## config.mk

```make
export PLATFORM = sky130hd
export DESIGN_NAME = stim_seq_flat
export DESIGN_NICKNAME = d
export VERILOG_FILES = /design/src/rtl/stim_seq_pkg.sv /design/src/rtl/stim_seq_if.sv /design/src/rtl/stim_seq_ram.sv /design/src/rtl/stim_seq.sv /design/src/flat_wrapper.sv
export SDC_FILE = /design/constraint.sdc
export NUM_CORES = 1
export LEC_CHECK = 0
export ABC_AREA = 1
export BUFFER_PORTS_ARGS = -buffer_cell sky130_fd_sc_hd__buf_2
export CAP_MARGIN = 0
export CORE_MARGIN = 1.5
export CORE_UTILIZATION = 42
export DETAILED_ROUTE_END_ITERATION = 8
export GPL_TIMING_DRIVEN = 0
export MAX_ROUTING_LAYER = met4
export SETUP_SLACK_MARGIN = 0.4
export SLEW_MARGIN = 0
export SYNTH_ARGS = -nofsm -noshare
export SYNTH_HDL_FRONTEND = slang
export SYNTH_SLANG_ARGS = --single-unit
```

## constraint.sdc

```tcl
create_clock -name clk -period 2.8 [get_ports clk]
set_clock_uncertainty 0.2 [all_clocks]
set_input_delay 0 -clock clk [delete_from_list [all_inputs] [get_ports clk]]
set_output_delay 0 -clock clk [all_outputs]
set_load 0.03 [all_outputs]
```

## src/rtl/stim_seq_pkg.sv

```systemverilog
// ============================================================================
// Module   : stim_seq_pkg
// Brief    : Shared types, default sizes and entry field helpers for stim_seq.
// Revision : 1.0
// ============================================================================
`default_nettype none

package stim_seq_pkg;

    localparam int c_default_pw    = 14;
    localparam int c_default_hw    = 4;
    localparam int c_default_depth = 32;

    typedef enum logic [1:0] {
        ST_IDLE  = 2'd0,
        ST_FETCH = 2'd1,
        ST_PLAY  = 2'd2,
        ST_DONE  = 2'd3
    } state_t;

    // Entries are {hold, payload}; widths are passed in so one helper serves any build.
    function automatic logic [63:0] f_payload(input logic [63:0] entry, input int pw);
        return entry & ((64'd1 << pw) - 64'd1);
    endfunction

    function automatic logic [63:0] f_hold(input logic [63:0] entry, input int pw, input int hw);
        return (entry >> pw) & ((64'd1 << hw) - 64'd1);
    endfunction

endpackage

`default_nettype wire

```

## src/rtl/stim_seq_if.sv

```systemverilog
// ============================================================================
// Module   : stim_seq_if
// Brief    : Program-load bus and stimulus output bundle of stim_seq.
// Revision : 1.0
// ============================================================================
`default_nettype none

interface stim_seq_if
    import stim_seq_pkg::*;
#(
    parameter int PW = c_default_pw,
    parameter int HW = c_default_hw,
    parameter int AW = $clog2(c_default_depth)
);
    logic               cfg_we;
    logic [AW-1:0]      cfg_addr;
    logic [PW+HW-1:0]   cfg_wdata;
    logic [PW-1:0]      stim_out;
    logic               stim_valid;

    modport master (
        output cfg_we, cfg_addr, cfg_wdata,
        input  stim_out, stim_valid
    );

    modport slave (
        input  cfg_we, cfg_addr, cfg_wdata,
        output stim_out, stim_valid
    );
endinterface

`default_nettype wire

```

## src/rtl/stim_seq_ram.sv

```systemverilog
// ============================================================================
// Module   : stim_seq_ram
// Brief    : Simple dual-port program RAM, one write port, one registered read.
// Revision : 1.0
// ============================================================================
`default_nettype none

module stim_seq_ram #(
    parameter int DW    = 18,
    parameter int DEPTH = 32,
    parameter int AW    = 5
) (
    input  wire logic          clk,
    input  wire logic          i_we,
    input  wire logic [AW-1:0] i_waddr,
    input  wire logic [DW-1:0] i_wdata,
    input  wire logic          i_re,
    input  wire logic [AW-1:0] i_raddr,
    output logic [DW-1:0]      o_rdata
);
    logic [DW-1:0] r_mem [DEPTH];
    logic [DW-1:0] r_rdata;

    // Contents are deliberately never reset so a playback abort keeps the program.
    always_ff @(posedge clk) begin
        if (i_we) begin
            r_mem[i_waddr] <= i_wdata;
        end
        if (i_re) begin
            r_rdata <= r_mem[i_raddr];
        end
    end

    assign o_rdata = r_rdata;

endmodule

`default_nettype wire

```

## src/rtl/stim_seq.sv

```systemverilog
// ============================================================================
// Module   : stim_seq
// Brief    : Programmable stimulus sequencer; plays {hold,payload} entries.
//            Optional trace outputs enabled by macro STIM_SEQ_TRACE_EN.
// Revision : 1.0
// ============================================================================
`default_nettype none

module stim_seq
    import stim_seq_pkg::*;
#(
    parameter int  PW    = c_default_pw,
    parameter int  HW    = c_default_hw,
    parameter int  DEPTH = c_default_depth,
    localparam int AW    = (DEPTH > 1) ? $clog2(DEPTH) : 1
) (
    input  wire logic          clk,
    input  wire logic          rst,
    stim_seq_if.slave          bus,
    input  wire logic          start,
    input  wire logic          stop,
    input  wire logic          loop_en,
    input  wire logic [AW-1:0] last_addr,
    output logic               busy,
    output logic               done,
    output logic [AW-1:0]      pc
`ifdef STIM_SEQ_TRACE_EN
    ,
    output logic               trace_valid,
    output logic [AW-1:0]      trace_pc
`endif
);
    localparam int c_ew = PW + HW;

    state_t          r_state;
    logic            r_rst_sync;
    logic [PW-1:0]   r_stim_out;
    logic            r_stim_valid;
    logic            r_done;
    logic [AW-1:0]   r_pc;
    logic [HW-1:0]   r_hold;
    logic            r_loop;
    logic [AW-1:0]   r_last;
    logic [AW-1:0]   r_fidx;
    logic [AW-1:0]   r_ridx;
    logic            r_fmore;
    logic            r_rvld;

    logic [c_ew-1:0] w_rdata;
    logic [AW-1:0]   w_last_clamped;
    logic            w_addr_ok;
    logic            w_busy, w_stop, w_start, w_adv, w_load, w_re, w_we;
    logic [PW-1:0]   w_rd_pay;
    logic [HW-1:0]   w_rd_hold;

    assign w_busy    = (r_state == ST_FETCH) || (r_state == ST_PLAY);
    assign w_stop    = stop && w_busy;
    assign w_start   = start && !stop && !w_busy && r_rst_sync;
    // Advance when the shown entry is on its final cycle, or nothing is shown yet.
    assign w_adv     = (r_state == ST_PLAY) && (!r_stim_valid || (r_hold == '0));
    assign w_load    = w_adv && r_rvld && !w_stop;
    assign w_re      = ((r_state == ST_FETCH) || w_adv) && r_fmore && !w_stop;
    assign w_we      = bus.cfg_we && !w_busy && w_addr_ok;
    assign w_rd_pay  = PW'(f_payload(64'(w_rdata), PW));
    assign w_rd_hold = HW'(f_hold(64'(w_rdata), PW, HW));

    if (DEPTH == (1 << AW)) begin : g_pow2
        assign w_last_clamped = last_addr;
        assign w_addr_ok      = 1'b1;
    end else begin : g_clamp
        assign w_last_clamped = (last_addr > AW'(DEPTH - 1)) ? AW'(DEPTH - 1) : last_addr;
        assign w_addr_ok      = (bus.cfg_addr < AW'(DEPTH));
    end

    stim_seq_ram #(
        .DW    (c_ew),
        .DEPTH (DEPTH),
        .AW    (AW)
    ) u_ram (
        .clk     (clk),
        .i_we    (w_we),
        .i_waddr (bus.cfg_addr),
        .i_wdata (bus.cfg_wdata),
        .i_re    (w_re),
        .i_raddr (r_fidx),
        .o_rdata (w_rdata)
    );

    // Async assert, release qualified by one flop: start is honoured from the second edge.
    always_ff @(posedge clk or negedge rst) begin
        if (!rst) r_rst_sync <= 1'b0;
        else      r_rst_sync <= 1'b1;
    end

    always_ff @(posedge clk or negedge rst) begin
        if (!rst) begin
            r_state      <= ST_IDLE;
            r_stim_out   <= '0;
            r_stim_valid <= 1'b0;
            r_done       <= 1'b0;
            r_pc         <= '0;
            r_hold       <= '0;
            r_loop       <= 1'b0;
            r_last       <= '0;
            r_fidx       <= '0;
            r_ridx       <= '0;
            r_fmore      <= 1'b0;
            r_rvld       <= 1'b0;
        end else if (w_stop) begin
            r_state      <= ST_IDLE;
            r_stim_out   <= '0;
            r_stim_valid <= 1'b0;
            r_done       <= 1'b0;
            r_hold       <= '0;
            r_fmore      <= 1'b0;
            r_rvld       <= 1'b0;
        end else if (w_start) begin
            r_state      <= ST_FETCH;
            r_pc         <= '0;
            r_last       <= w_last_clamped;
            r_loop       <= loop_en;
            r_fidx       <= '0;
            r_fmore      <= 1'b1;
            r_rvld       <= 1'b0;
            r_done       <= 1'b0;
            r_hold       <= '0;
        end else begin
            case (r_state)
                ST_FETCH: r_state <= ST_PLAY;
                ST_PLAY: begin
                    if (w_adv) begin
                        if (r_rvld) begin
                            r_stim_out   <= w_rd_pay;
                            r_hold       <= w_rd_hold;
                            r_pc         <= r_ridx;
                            r_stim_valid <= 1'b1;
                        end else begin
                            r_state      <= ST_DONE;
                            r_stim_valid <= 1'b0;
                            r_done       <= 1'b1;
                        end
                    end else begin
                        r_hold <= r_hold - 1'b1;
                    end
                end
                ST_DONE: begin
                    if (bus.cfg_we) begin
                        r_state <= ST_IDLE;
                        r_done  <= 1'b0;
                    end
                end
                default: ;
            endcase

            // Read stage runs one entry ahead of stim_out so entries play back-to-back.
            if (w_re) begin
                r_ridx <= r_fidx;
                r_rvld <= 1'b1;
                r_fidx <= (r_fidx == r_last) ? '0 : r_fidx + 1'b1;
                if ((r_fidx == r_last) && !r_loop) begin
                    r_fmore <= 1'b0;
                end
            end else if (w_adv) begin
                r_rvld <= 1'b0;
            end
        end
    end

    assign bus.stim_out   = r_stim_out;
    assign bus.stim_valid = r_stim_valid;
    assign busy           = w_busy;
    assign done           = r_done;
    assign pc             = r_pc;

`ifdef STIM_SEQ_TRACE_EN
    logic          r_trace_valid;
    logic [AW-1:0] r_trace_pc;

    always_ff @(posedge clk or negedge rst) begin
        if (!rst) begin
            r_trace_valid <= 1'b0;
            r_trace_pc    <= '0;
        end else begin
            r_trace_valid <= w_load;
            if (w_load) begin
                r_trace_pc <= r_ridx;
            end
        end
    end

    assign trace_valid = r_trace_valid;
    assign trace_pc    = r_trace_pc;
`endif

endmodule

`default_nettype wire

```

## src/flat_wrapper.sv

```systemverilog
// flat-port wrapper written by rule: the top's interface ports become plain ports
module stim_seq_flat import stim_seq_pkg::*;
#(
    parameter int  PW    = c_default_pw,
    parameter int  HW    = c_default_hw,
    parameter int  DEPTH = c_default_depth,
    localparam int AW    = (DEPTH > 1) ? $clog2(DEPTH) : 1
)
  (clk, rst, start, stop, loop_en, last_addr, busy, done, pc, bus_cfg_we, bus_cfg_addr, bus_cfg_wdata, bus_stim_out, bus_stim_valid);
  stim_seq_if #(.PW(PW), .HW(HW), .AW((5))) bus_i ();
  input  wire logic clk;
  input  wire logic rst;
  input  wire logic start;
  input  wire logic stop;
  input  wire logic loop_en;
  input  wire logic [AW-1:0] last_addr;
  output logic busy;
  output logic done;
  output logic [AW-1:0] pc;
  input wire logic [$bits(bus_i.cfg_we)-1:0] bus_cfg_we;
  input wire logic [$bits(bus_i.cfg_addr)-1:0] bus_cfg_addr;
  input wire logic [$bits(bus_i.cfg_wdata)-1:0] bus_cfg_wdata;
  output wire logic [$bits(bus_i.stim_out)-1:0] bus_stim_out;
  output wire logic [$bits(bus_i.stim_valid)-1:0] bus_stim_valid;
  assign bus_i.cfg_we = bus_cfg_we;
  assign bus_i.cfg_addr = bus_cfg_addr;
  assign bus_i.cfg_wdata = bus_cfg_wdata;
  assign bus_stim_out = bus_i.stim_out;
  assign bus_stim_valid = bus_i.stim_valid;
  stim_seq #(.PW(PW), .HW(HW), .DEPTH(DEPTH)) u_core (.clk(clk), .rst(rst), .bus(bus_i), .start(start), .stop(stop), .loop_en(loop_en), .last_addr(last_addr), .busy(busy), .done(done), .pc(pc));
endmodule
```

==> out/metrics.csv <==
metric,value,unit
status,"complete, no violations",
clock transition at the registers of the reported paths,60,ps
RSZ-0062 raised after global routing,no,
"FF+latch count, synth",640,
Cells after Synth,2257,
CP max FO,13,
leakage,12.0,nW
Maximum Capacitance Violations,0,
Layout area overhead,20.3,%
post-layout min period,2380,ps
root buffer cell,clkbuf_16,
drt drc,0,
yosys warns,0,
Starting Density,42.7,%
GP Congestion,0.911,
Synth top area share,68.7,%
top post-synthesis cells by area,"edfxtp_1 69%, nand2_1 13%, nand3_1 7.3%",
synth cell count leaders,"915 x nand2_1, 594 x edfxtp_1, 376 x nand3_1",
initial antenna violation count,1,
final worst path period share,85.1,%
Post-Layout Cell Count,3324,
drt total wl,78600,um
FP Rows,90,
Synth Cell Area,25900,sq um
vias in the first global route,16757,
fmax,420,MHz
register area share after synthesis,73.2,%
# nets final,2533,
chip width,252,um
max-slew violation count,0,
dominant synthesized flop cell,edfxtp_1,
worst slew pin tran,1010,ps
# IOs,56,
Worst setup EP type,flop,
Syn Nets,2297,
Post-Place Worst Slack,-298,ps
cell with the most instances after synthesis,nand2_1,
CTS Buf Count,68,
P per Cell Area,893,nW/um^2
Reg area,19000,sq um
Worst VDD drop,0.424,mV
DRT antenna net count,0,
Avg Inst Size Synth,11.5,sq um
Clock Latency Late Sink,610,ps
post-detail-place hpwl,51400,um
Die H,252,um
clk sink count,640,
Routed WL per cell,23.7,um
dpl cells,3126,
Initial DRC Count,2281,
Worst Slack Setup Final,418,ps
hold crit path type,flop to flop,
Core ar.,60700,sq um
TritonRoute pass-1 iters,5,
Final Hold Fails,0,
H-tree Lvls,3,
largest area contributor in the netlist,edfxtp_1,
grt ovf,0,
Crit path required time,2910,ps
CTS tree,done,
CP Data Arrival Time,2490,ps
largest net degree at the start of global routing,47,
asr flop ratio synth,7.19,%
Post-synth EDFFs,594,
GRT Total Usage,25.6,%
Vias,18097,
Via density,5.44,
setup violators final,0,
FILL cells,5139,
hold slack,263,ps
port buffer count,55,
Synth cell types,26,
CTS Buffer Depth,3,
first-pass GRT wire length,113000,um
Max-slew headroom,32.5,%
multi-input combinational cell area,6530,sq um
Setup Crit Path Kind,flop to flop,
Worst Setup Start Kind,flop,
share of cells above drive strength 1,15.4,%
Die ar.,63300,sq um
-- final timing paths --
kind / startpoint / end / slack (ps) / cells after the start
min in group asynchronous: rst / u_core.bus.stim_out[0] / 450 / 3
worst max register to register: u_core.r_state[0] / u_core.u_ram.r_mem[13][10] / 420 / 8
max in group asynchronous: rst / u_core.r_fidx[0] / 1250 / 3
worst min register to register: u_core.bus.stim_out[4] / u_core.bus.stim_out[4] / 260 / 2
worst max-delay path: u_core.r_state[0] / u_core.u_ram.r_mem[13][10] / 420 / 8
worst min-delay path: u_core.bus.stim_out[4] / u_core.bus.stim_out[4] / 260 / 2
-- power breakdown --
part / internal [mW] / total (mW) / switching [mW] / leakage, nW
Combinational: 2.08 / 7.89 / 5.81 / 5.00
Sequential: 10.9 / 11.1 / 0.203 / 5.96
Clock: 5.19 / 8.85 / 3.67 / 1.05
Total: 18.2 / 27.9 / 9.68 / 12.0
-- routing by layer --
metal,global-route usage [%],share of wire (%),up-vias
li1,-,-,8258
met1,35.4,41,8720
met2,37.2,44,946
met3,4.32,10,173
met4,11.4,4.5,0
met5,-,0,-
-- layout make-up --
| cell class | count | area share (%) |
|---|---|---|
| sequential | 640 | 60.8 |
| tap | 782 | 3.13 |
| multi-input combinational | 1454 | 20.9 |
| timing repair buffer | 166 | 5.53 |
| clock inverter | 32 | 0.894 |
| clock buffer | 86 | 6.01 |
| buffer | 122 | 2.16 |
| inverter | 41 | 0.513 |
| antenna | 1 | 0.00802 |
-- state kept, by name, summed over array words and instances (netlist names), 2 cells and up --
register	count
u_core.u_ram.r_mem	576
u_core.bus.stim_out	14
u_core.r_state	2
u_core.r_ridx	5
u_core.u_ram.o_rdata	18
u_core.r_hold	4
u_core.r_last	5
u_core.pc	5
u_core.r_fidx	5
-- stage by stage --
stage	TNS (ps)	power, mW	instance area, sq um	utilization, %
after floorplan	0	15.6	25900	-
after global placement	-508270	18.6	27200	44.8
after detailed placement	-63440	18.7	27900	46.0
after CTS	0	27.7	31100	51.2
after global routing	0	28.9	31200	51.4
final	0	27.9	31200	51.4
-- kinds of logic (layout without fill, tap and decap cells) --
logic type               Yosys count  count (layout)  share of synthesized area [%]
XOR/XNOR                           6               6                          0.203
flip-flops                       640             640                           73.2
AO/OA/AOI/OAI                     94              94                           1.87
other                              1               2                         0.0145
AND/OR/NAND/NOR                 1347            1347                           21.5
buffers and inverters            163             447                           2.97
adder cells (fa/ha/maj)            6               6                          0.289
-- placed cells by master, fill, tap and decap left out, types with 3 or more instances in the layout --
master,synthesis,routed
inv_2,7,7
nor2_1,47,15
clkinv_1,0,17
nand2_1,915,914
edfxtp_1,594,594
buf_16,0,14
clkbuf_1,7,18
dfrtp_1,46,44
bufinv_16,0,5
dlygate4sd3_1,0,41
nand3_1,376,364
o21ai_1,5,5
clkbuf_16,0,73
buf_1,4,3
buf_12,0,8
o21ai_0,12,12
a21oi_1,75,75
clkinv_2,0,6
nand3_2,0,8
ha_1,6,5
nor2_4,3,35
clkbuf_2,0,3
buf_8,0,18
clkbuf_4,0,12
nand3_4,0,4
xor2_1,5,5
buf_4,5,45
inv_1,34,32
buf_2,105,138
-- critical path, cell delays in order, from the launching register on --
cell,delay [ps]
dfrtp_1,390
inv_1,60
ha_2,400
nand2_4,130
inv_4,140
nand3_4,170
buf_4,190
nor2_4,180
buf_16,190
-- what timing repair did --
item | 4_1_cts | 5_1_grt
cloned | 0 | 0
hold endpoints to repair | 925 | 0
pin swaps | 30 | 3
resized for setup | 61 | 21
endpoints found under the setup margin | 611 | 151
hold buffers | 41 | 0
setup buffers | 30 | 8
No activity file was read; power rests on OpenSTA's default activity.
